[src/rtl/alu_pkg.sv]
// Shared opcode and controller state encodings for the sequential ALU.
package alu_pkg;

  typedef enum logic [2:0] {
    OP_ADD = 3'b000,
    OP_SUB = 3'b001,
    OP_MUL = 3'b010,
    OP_DIV = 3'b011,
    OP_NOT = 3'b100,
    OP_XOR = 3'b101,
    OP_OR  = 3'b110,
    OP_AND = 3'b111
  } op_e;

  typedef enum logic [1:0] {
    ST_IDLE,
    ST_BUSY,
    ST_DONE
  } state_e;

endpackage

[src/rtl/alu_div.sv]
// Iterative restoring divider, one quotient bit per clock.
module alu_div #(
  parameter int WIDTH = 8
) (
  input  logic             clk,
  input  logic             rst_n,
  input  logic             start,
  input  logic [WIDTH-1:0] dividend,
  input  logic [WIDTH-1:0] divisor,
  output logic             done,
  output logic [WIDTH-1:0] quotient,
  output logic [WIDTH-1:0] remainder
);

  localparam int CW = $clog2(WIDTH);

  logic [WIDTH-1:0] rem_q, quo_q, dvs_q;
  logic [CW-1:0]    cnt_q;

  logic [WIDTH-1:0] rem_in, quo_in, dvs_in;
  logic [WIDTH:0]   shifted;
  logic             qbit;

  // The start cycle already performs the first step, so a WIDTH-bit divide
  // needs only WIDTH-1 further steps; quotient/remainder show the step result.
  always_comb begin
    rem_in    = start ? '0       : rem_q;
    quo_in    = start ? dividend : quo_q;
    dvs_in    = start ? divisor  : dvs_q;
    shifted   = {rem_in, quo_in[WIDTH-1]};
    qbit      = (shifted >= {1'b0, dvs_in});
    remainder = qbit ? (shifted[WIDTH-1:0] - dvs_in) : shifted[WIDTH-1:0];
    quotient  = {quo_in[WIDTH-2:0], qbit};
    done      = (cnt_q == CW'(1));
  end

  always_ff @(posedge clk or negedge rst_n) begin
    if (!rst_n) begin
      rem_q <= '0;
      quo_q <= '0;
      dvs_q <= '0;
      cnt_q <= '0;
    end else if (start) begin
      rem_q <= remainder;
      quo_q <= quotient;
      dvs_q <= divisor;
      cnt_q <= CW'(WIDTH - 1);
    end else if (cnt_q != '0) begin
      rem_q <= remainder;
      quo_q <= quotient;
      cnt_q <= cnt_q - CW'(1);
    end
  end

endmodule

[src/rtl/alu_seq.sv]
// Sequential ALU with valid/ready handshake; DIV runs on the iterative divider.
module alu_seq
  import alu_pkg::*;
#(
  parameter int WIDTH = 8
) (
  input  logic             clk,
  input  logic             rst_n,
  input  logic             in_valid,
  output logic             in_ready,
  input  logic [2:0]       oc,
  input  logic [WIDTH-1:0] a,
  input  logic [WIDTH-1:0] b,
  output logic             out_valid,
  input  logic             out_ready,
  output logic [WIDTH-1:0] f,
  output logic [WIDTH-1:0] rem,
  output logic             zf,
  output logic             cf,
  output logic             dz
);

  state_e state_q, state_d;
  op_e    op;

  logic               accept, div_go, div_done;
  logic [WIDTH-1:0]   div_quo, div_rem;
  logic [WIDTH:0]     sum, diff;
  logic [2*WIDTH-1:0] prod;
  logic [WIDTH-1:0]   res_f, res_rem;
  logic               res_cf, res_dz;

  assign op        = op_e'(oc);
  assign in_ready  = (state_q == ST_IDLE);
  assign out_valid = (state_q == ST_DONE);
  assign accept    = in_valid && in_ready;
  assign div_go    = accept && (op == OP_DIV) && (b != '0);

  alu_div #(.WIDTH(WIDTH)) u_div (
    .clk       (clk),
    .rst_n     (rst_n),
    .start     (div_go),
    .dividend  (a),
    .divisor   (b),
    .done      (div_done),
    .quotient  (div_quo),
    .remainder (div_rem)
  );

  always_comb begin
    sum     = {1'b0, a} + {1'b0, b};
    diff    = {1'b0, a} - {1'b0, b};
    prod    = a * b;
    res_f   = '0;
    res_rem = '0;
    res_cf  = 1'b0;
    res_dz  = 1'b0;
    case (op)
      OP_ADD: begin res_f = sum[WIDTH-1:0];  res_cf = sum[WIDTH];  end
      OP_SUB: begin res_f = diff[WIDTH-1:0]; res_cf = diff[WIDTH]; end
      OP_MUL: begin
        res_f  = prod[WIDTH-1:0];
        res_cf = (prod[2*WIDTH-1:WIDTH] != '0);
      end
      // Only the divide-by-zero case completes here; other DIVs use the divider.
      OP_DIV: begin res_f = '1; res_rem = a; res_dz = 1'b1; end
      OP_NOT: res_f = ~a;
      OP_XOR: res_f = a ^ b;
      OP_OR:  res_f = a | b;
      OP_AND: res_f = a & b;
      default: ;
    endcase
  end

  always_comb begin
    state_d = state_q;
    case (state_q)
      ST_IDLE: if (accept)    state_d = div_go ? ST_BUSY : ST_DONE;
      ST_BUSY: if (div_done)  state_d = ST_DONE;
      ST_DONE: if (out_ready) state_d = ST_IDLE;
      default:                state_d = ST_IDLE;
    endcase
  end

  always_ff @(posedge clk or negedge rst_n) begin
    if (!rst_n) state_q <= ST_IDLE;
    else        state_q <= state_d;
  end

  always_ff @(posedge clk or negedge rst_n) begin
    if (!rst_n) begin
      f   <= '0;
      rem <= '0;
      zf  <= 1'b0;
      cf  <= 1'b0;
      dz  <= 1'b0;
    end else if (accept && !div_go) begin
      f   <= res_f;
      rem <= res_rem;
      zf  <= (res_f == '0);
      cf  <= res_cf;
      dz  <= res_dz;
    end else if (state_q == ST_BUSY && div_done) begin
      f   <= div_quo;
      rem <= div_rem;
      zf  <= (div_quo == '0);
      cf  <= 1'b0;
      dz  <= 1'b0;
    end
  end

endmodule

[config.mk]
export PLATFORM = sky130hd
export DESIGN_NAME = alu_seq
export DESIGN_NICKNAME = d
export VERILOG_FILES = /design/src/rtl/alu_pkg.sv /design/src/rtl/alu_div.sv /design/src/rtl/alu_seq.sv
export SDC_FILE = /design/constraint.sdc
export NUM_CORES = 1
export LEC_CHECK = 0
export BUFFER_PORTS_ARGS = -buffer_cell sky130_fd_sc_hd__clkbuf_2
export CAP_MARGIN = 20
export CORE_ASPECT_RATIO = 1.2
export CORE_MARGIN = 4
export CORE_UTILIZATION = 50
export DETAILED_ROUTE_END_ITERATION = 10
export GPL_ROUTABILITY_DRIVEN = 0
export PLACE_DENSITY = 0.75
export SYNTH_ARGS = -nofsm -noshare
export SYNTH_HDL_FRONTEND = slang
export SYNTH_HIERARCHICAL = 1
export SYNTH_SLANG_ARGS = --single-unit
[constraint.sdc]
create_clock -name clk -period 4.1 [get_ports clk]
set_input_delay 0.615 -clock clk [delete_from_list [all_inputs] [get_ports clk]]
set_output_delay 0.615 -clock clk [all_outputs]
set_load 0.01 [all_outputs]
==> results.md <==
* Outcome: finished, violations left
* Violated checks: negative setup slack
* Cell mode on critical path: fa_1
* Clk network pwr share at 8.6%
* Worst path max stage delay at 0.51 ns
* Max-slew violations at 0
* Sequential power share at 16.7%
* CTS tree: done
* #FFs+latches synth at 48
* DRT Wirelength at 18500 um
* Critical path class: primary input to register
* CP Max Fanout at 7
* Worst path cell trace: clkbuf_16 -> clkinvlp_4 -> nor2_4 -> fa_1 -> inv_2 -> fa_1 -> inv_1 -> fa_1 -> inv_2 -> fa_1 -> inv_2 -> ha_4 -> o211ai_1 -> nand2_1 -> a31oi_2 -> a211o_1 -> nand3_1 -> a311o_1 -> o221ai_1
* # H-tree levels at 2
* Clock Latency Late Sink at 0.29 ns
* Maximum vdd drop at 0.000533 V
* Final Hold Viols at 0
* First drt pass iteration count at 5
* ANT nets after route at 0
* Antenna violations before repair at 0
* DP HPWL at 14700 um
* Initial core utilization at 51.0%
* Int Power at 2.63 mW
* Cell family contributing the most delay on the critical path: adder cells
* RSZ-0062 raised after global routing: yes
* CP bufs+invs at 6
* Filler cell count at between 800 and 900
* Cell Count, Final, Fillers Out at between 1k and 1.5k
* CTS Buffer Depth at 2
* Commonest cells after routing, fill and taps aside: 121 x buf_4, 82 x inv_1, 70 x nor2_1, 61 x ha_1
* Seq/Total Area, Yosys at 19.5%
* Switching fraction of total power at 44.3%
* Critical path's slowest cell: fa_1
* Actual slew at the worst max-slew pin at between 0.7 and 0.8 ns
* Gate count of the mapped netlist at 712
* # diodes at 0
* Post-Syn Nets at 845
* Crit end category: register
* Most common cell after layout, fill and taps aside: buf_4
* I/O Buffers at 43
* CP Launch Type: primary input
* Lkg Pwr at 3.87 nW
* Detailed Route Iter0 Violations at about 390
* Max Cap Viol at 0
* Finished Core Util at between 60% and 70%
* Placed cell areas at 7390 um2
* Total number of vias at 5933
* Max Clock Skew at 0.0103 ns
* Largest net degree at the start of global routing at between 40 and 50
* Core area at 12100 um2
* Top_reg_cell synth: dfrtp_1
* Sw power at 2.09 mW
* Worst setup margin at -0.381 ns
* Placed insts at 1003
* Reg-to-reg slack, setup at 0.71 ns
* Post-route cell area at 8000 um2
* Total grt overflow at 0
* First-pass GRT wire length at 30200 um
* Num CTS Buffers at 5
* Worst-path clk slew at 0.07 ns
* Nets@finish at 994
* Crit share post-route at 109%
* PwrDens at 590 nW/um2
* Vias in the first global route at 6203
* Count of unique library cells instantiated by Yosys at 74
* Num ports at 44
* Post-route minimum period at 4.48 ns
* Crit path arrival time at 4.68 ns
* Syn Area/Cell at 8.64 um2
* Final setup viols at 2
* Logic pwr share at between 70% and 80%
* Vias per inst at 5.81
* Cell Area, Synth at 6150 um2
* Post-CTS Hold Buffers at 0
* # rows at 44
* Root buf cell: clkbuf_16
* Die Y at 130 um
* Post-synth EDFFs at 0
* Fmax at 0.223 GHz
* Ys async rst share at between 90% and 100%
* Layout overhead on the synthesized area at 30.1%
* Die area at 14100 um2
* TritonCTS Sinks at 48
* Slew headroom at 51.8%
* Synthesis Warnings at 6
* Drt drc at 0
* Worst slack at placement at -0.774 ns
* Layout cells sized above 1 at 33.4%
* Wire length per cell at 18.1 um
* Hold crit path type: primary input to asynchronous set/reset pin
* CP required at 4.30 ns
* Die Wd at 109 um
* Total GRT Usage at between 20% and 30%
registers in the layout (all words and copies together) (netlist names):
signal       cells
state_q          2
zf               1
rem              8
u_div/quo_q      8
dz               1
f                8
u_div/cnt_q      3
u_div/dvs_q      8
u_div/rem_q      8
cf               1
metal layers:
| metal | routed length (um) | part of all wire [%] | track usage, % | vias up |
|---|---|---|---|---|
| li1 | - | - | - | 2738 |
| met1 | 6930 | 38 | 31.5 | 2886 |
| met2 | 9500 | 51 | 47.1 | 229 |
| met3 | 1080 | 5.9 | 4.73 | 80 |
| met4 | 960 | 5.2 | 13.5 | 0 |
| met5 | 0 | 0 | 0 | - |
cell families after synthesis:
| logic type | count (synthesis) | synth area share (%) |
|---|---|---|
| and+or+nand+nor | 203 | 15.5 |
| AOI/OAI and AO/OA | 155 | 17.1 |
| buffers and inverters | 123 | 8.16 |
| adders and majority gates | 110 | 27.1 |
| muxes | 58 | 10.5 |
| DFF | 48 | 19.5 |
| xor gates and xnor gates | 15 | 2.14 |
metrics by stage:
stage | hold slack, ns | TNS [ns] | power [mW]
6_report | 0.422 | -0.407 | 4.72
5_1_grt | 0.473 | -0.901 | 5.12
4_1_cts | 0.442 | -0.342 | 4.58
3_5_place_dp | 0.475 | -3.22 | 3.97
3_3_place_gp | 0.475 | -2.84 | 3.83
2_1_floorplan | 0.319 | -0.218 | 3.01
timing repair:
action | 4_1_cts | 5_1_grt
endpoints found under the setup margin | 4 | 6
buffers inserted | 9 | 3
gates resized for setup | 52 | 29
pin swaps | 21 | 28
path summary, 6_finish.rpt:
path	start	end	depth (start not counted)
worst max-delay path	b[3]	cf	19
worst min-delay path	rst_n	rem[0]	2
worst max register to register	state_q[0]	zf	14
worst min register to register	u_div/dvs_q[4]	u_div/dvs_q[4]	2
max in group asynchronous	rst_n	cf	2
min in group clk	u_div/dvs_q[4]	u_div/dvs_q[4]	2
worst reg2reg max path: stages (launching register included):
cell and delay, ns:
dfrtp_1 0.41, nor2_1 0.15, nand2_1 0.15, nor2b_4 0.32, buf_4 0.21, mux2i_1 0.25
ha_1 0.28, a21o_1 0.19, a31oi_2 0.24, o221ai_2 0.20, or4_1 0.48, nor3_1 0.17
a21oi_1 0.06, nor2_1 0.12, a41o_1 0.10
cells in the mapped netlist (3+ instances only):
master | number | area [um2]
o21a_1 | 3 | 22.5
nand2_1 | 49 | 184
clkbuf_1 | 5 | 18.8
nor3_1 | 11 | 55.1
nor4_1 | 3 | 18.8
o21bai_1 | 5 | 37.5
nand3_1 | 12 | 60.1
inv_1 | 96 | 360
xor2_1 | 4 | 35.0
o31ai_1 | 6 | 45.0
fa_1 | 39 | 781
xnor2_1 | 11 | 96.3
ha_1 | 71 | 888
o22ai_1 | 11 | 68.8
a21o_1 | 8 | 60.1
dfrtp_1 | 48 | 1200
o211ai_1 | 7 | 52.6
nor2_1 | 80 | 300
a21oi_1 | 41 | 205
buf_2 | 13 | 65.1
a211oi_2 | 3 | 37.5
or2_2 | 3 | 18.8
mux2_2 | 32 | 360
nor2b_1 | 17 | 106
nand2b_1 | 9 | 56.3
mux2i_1 | 23 | 230
o21ai_0 | 28 | 140
a31oi_1 | 8 | 50.1
a211oi_1 | 5 | 37.5
area by class of cell:
type                    count  area, um2  area share [%]
clock buffers               6        139            1.74
clock inverters             1       8.76           0.109
inverters                  98        390            4.88
multi-input cells         541       4780            59.7
flip-flops and latches     48       1200            15.0
well taps                 161        201            2.52
repair buffers            167       1290            16.1
power by group through the flow:
stage / logic, mW / registers (mW) / clock network (mW)
2_1_floorplan: 2.21 / 0.792 / 0
3_3_place_gp: 3.05 / 0.781 / 0
3_5_place_dp: 3.17 / 0.791 / 0
4_1_cts: 3.38 / 0.784 / 0.412
5_1_grt: 3.87 / 0.807 / 0.435
6_report: 3.53 / 0.787 / 0.408
Note: power is estimated with default switching activity, not from simulation.
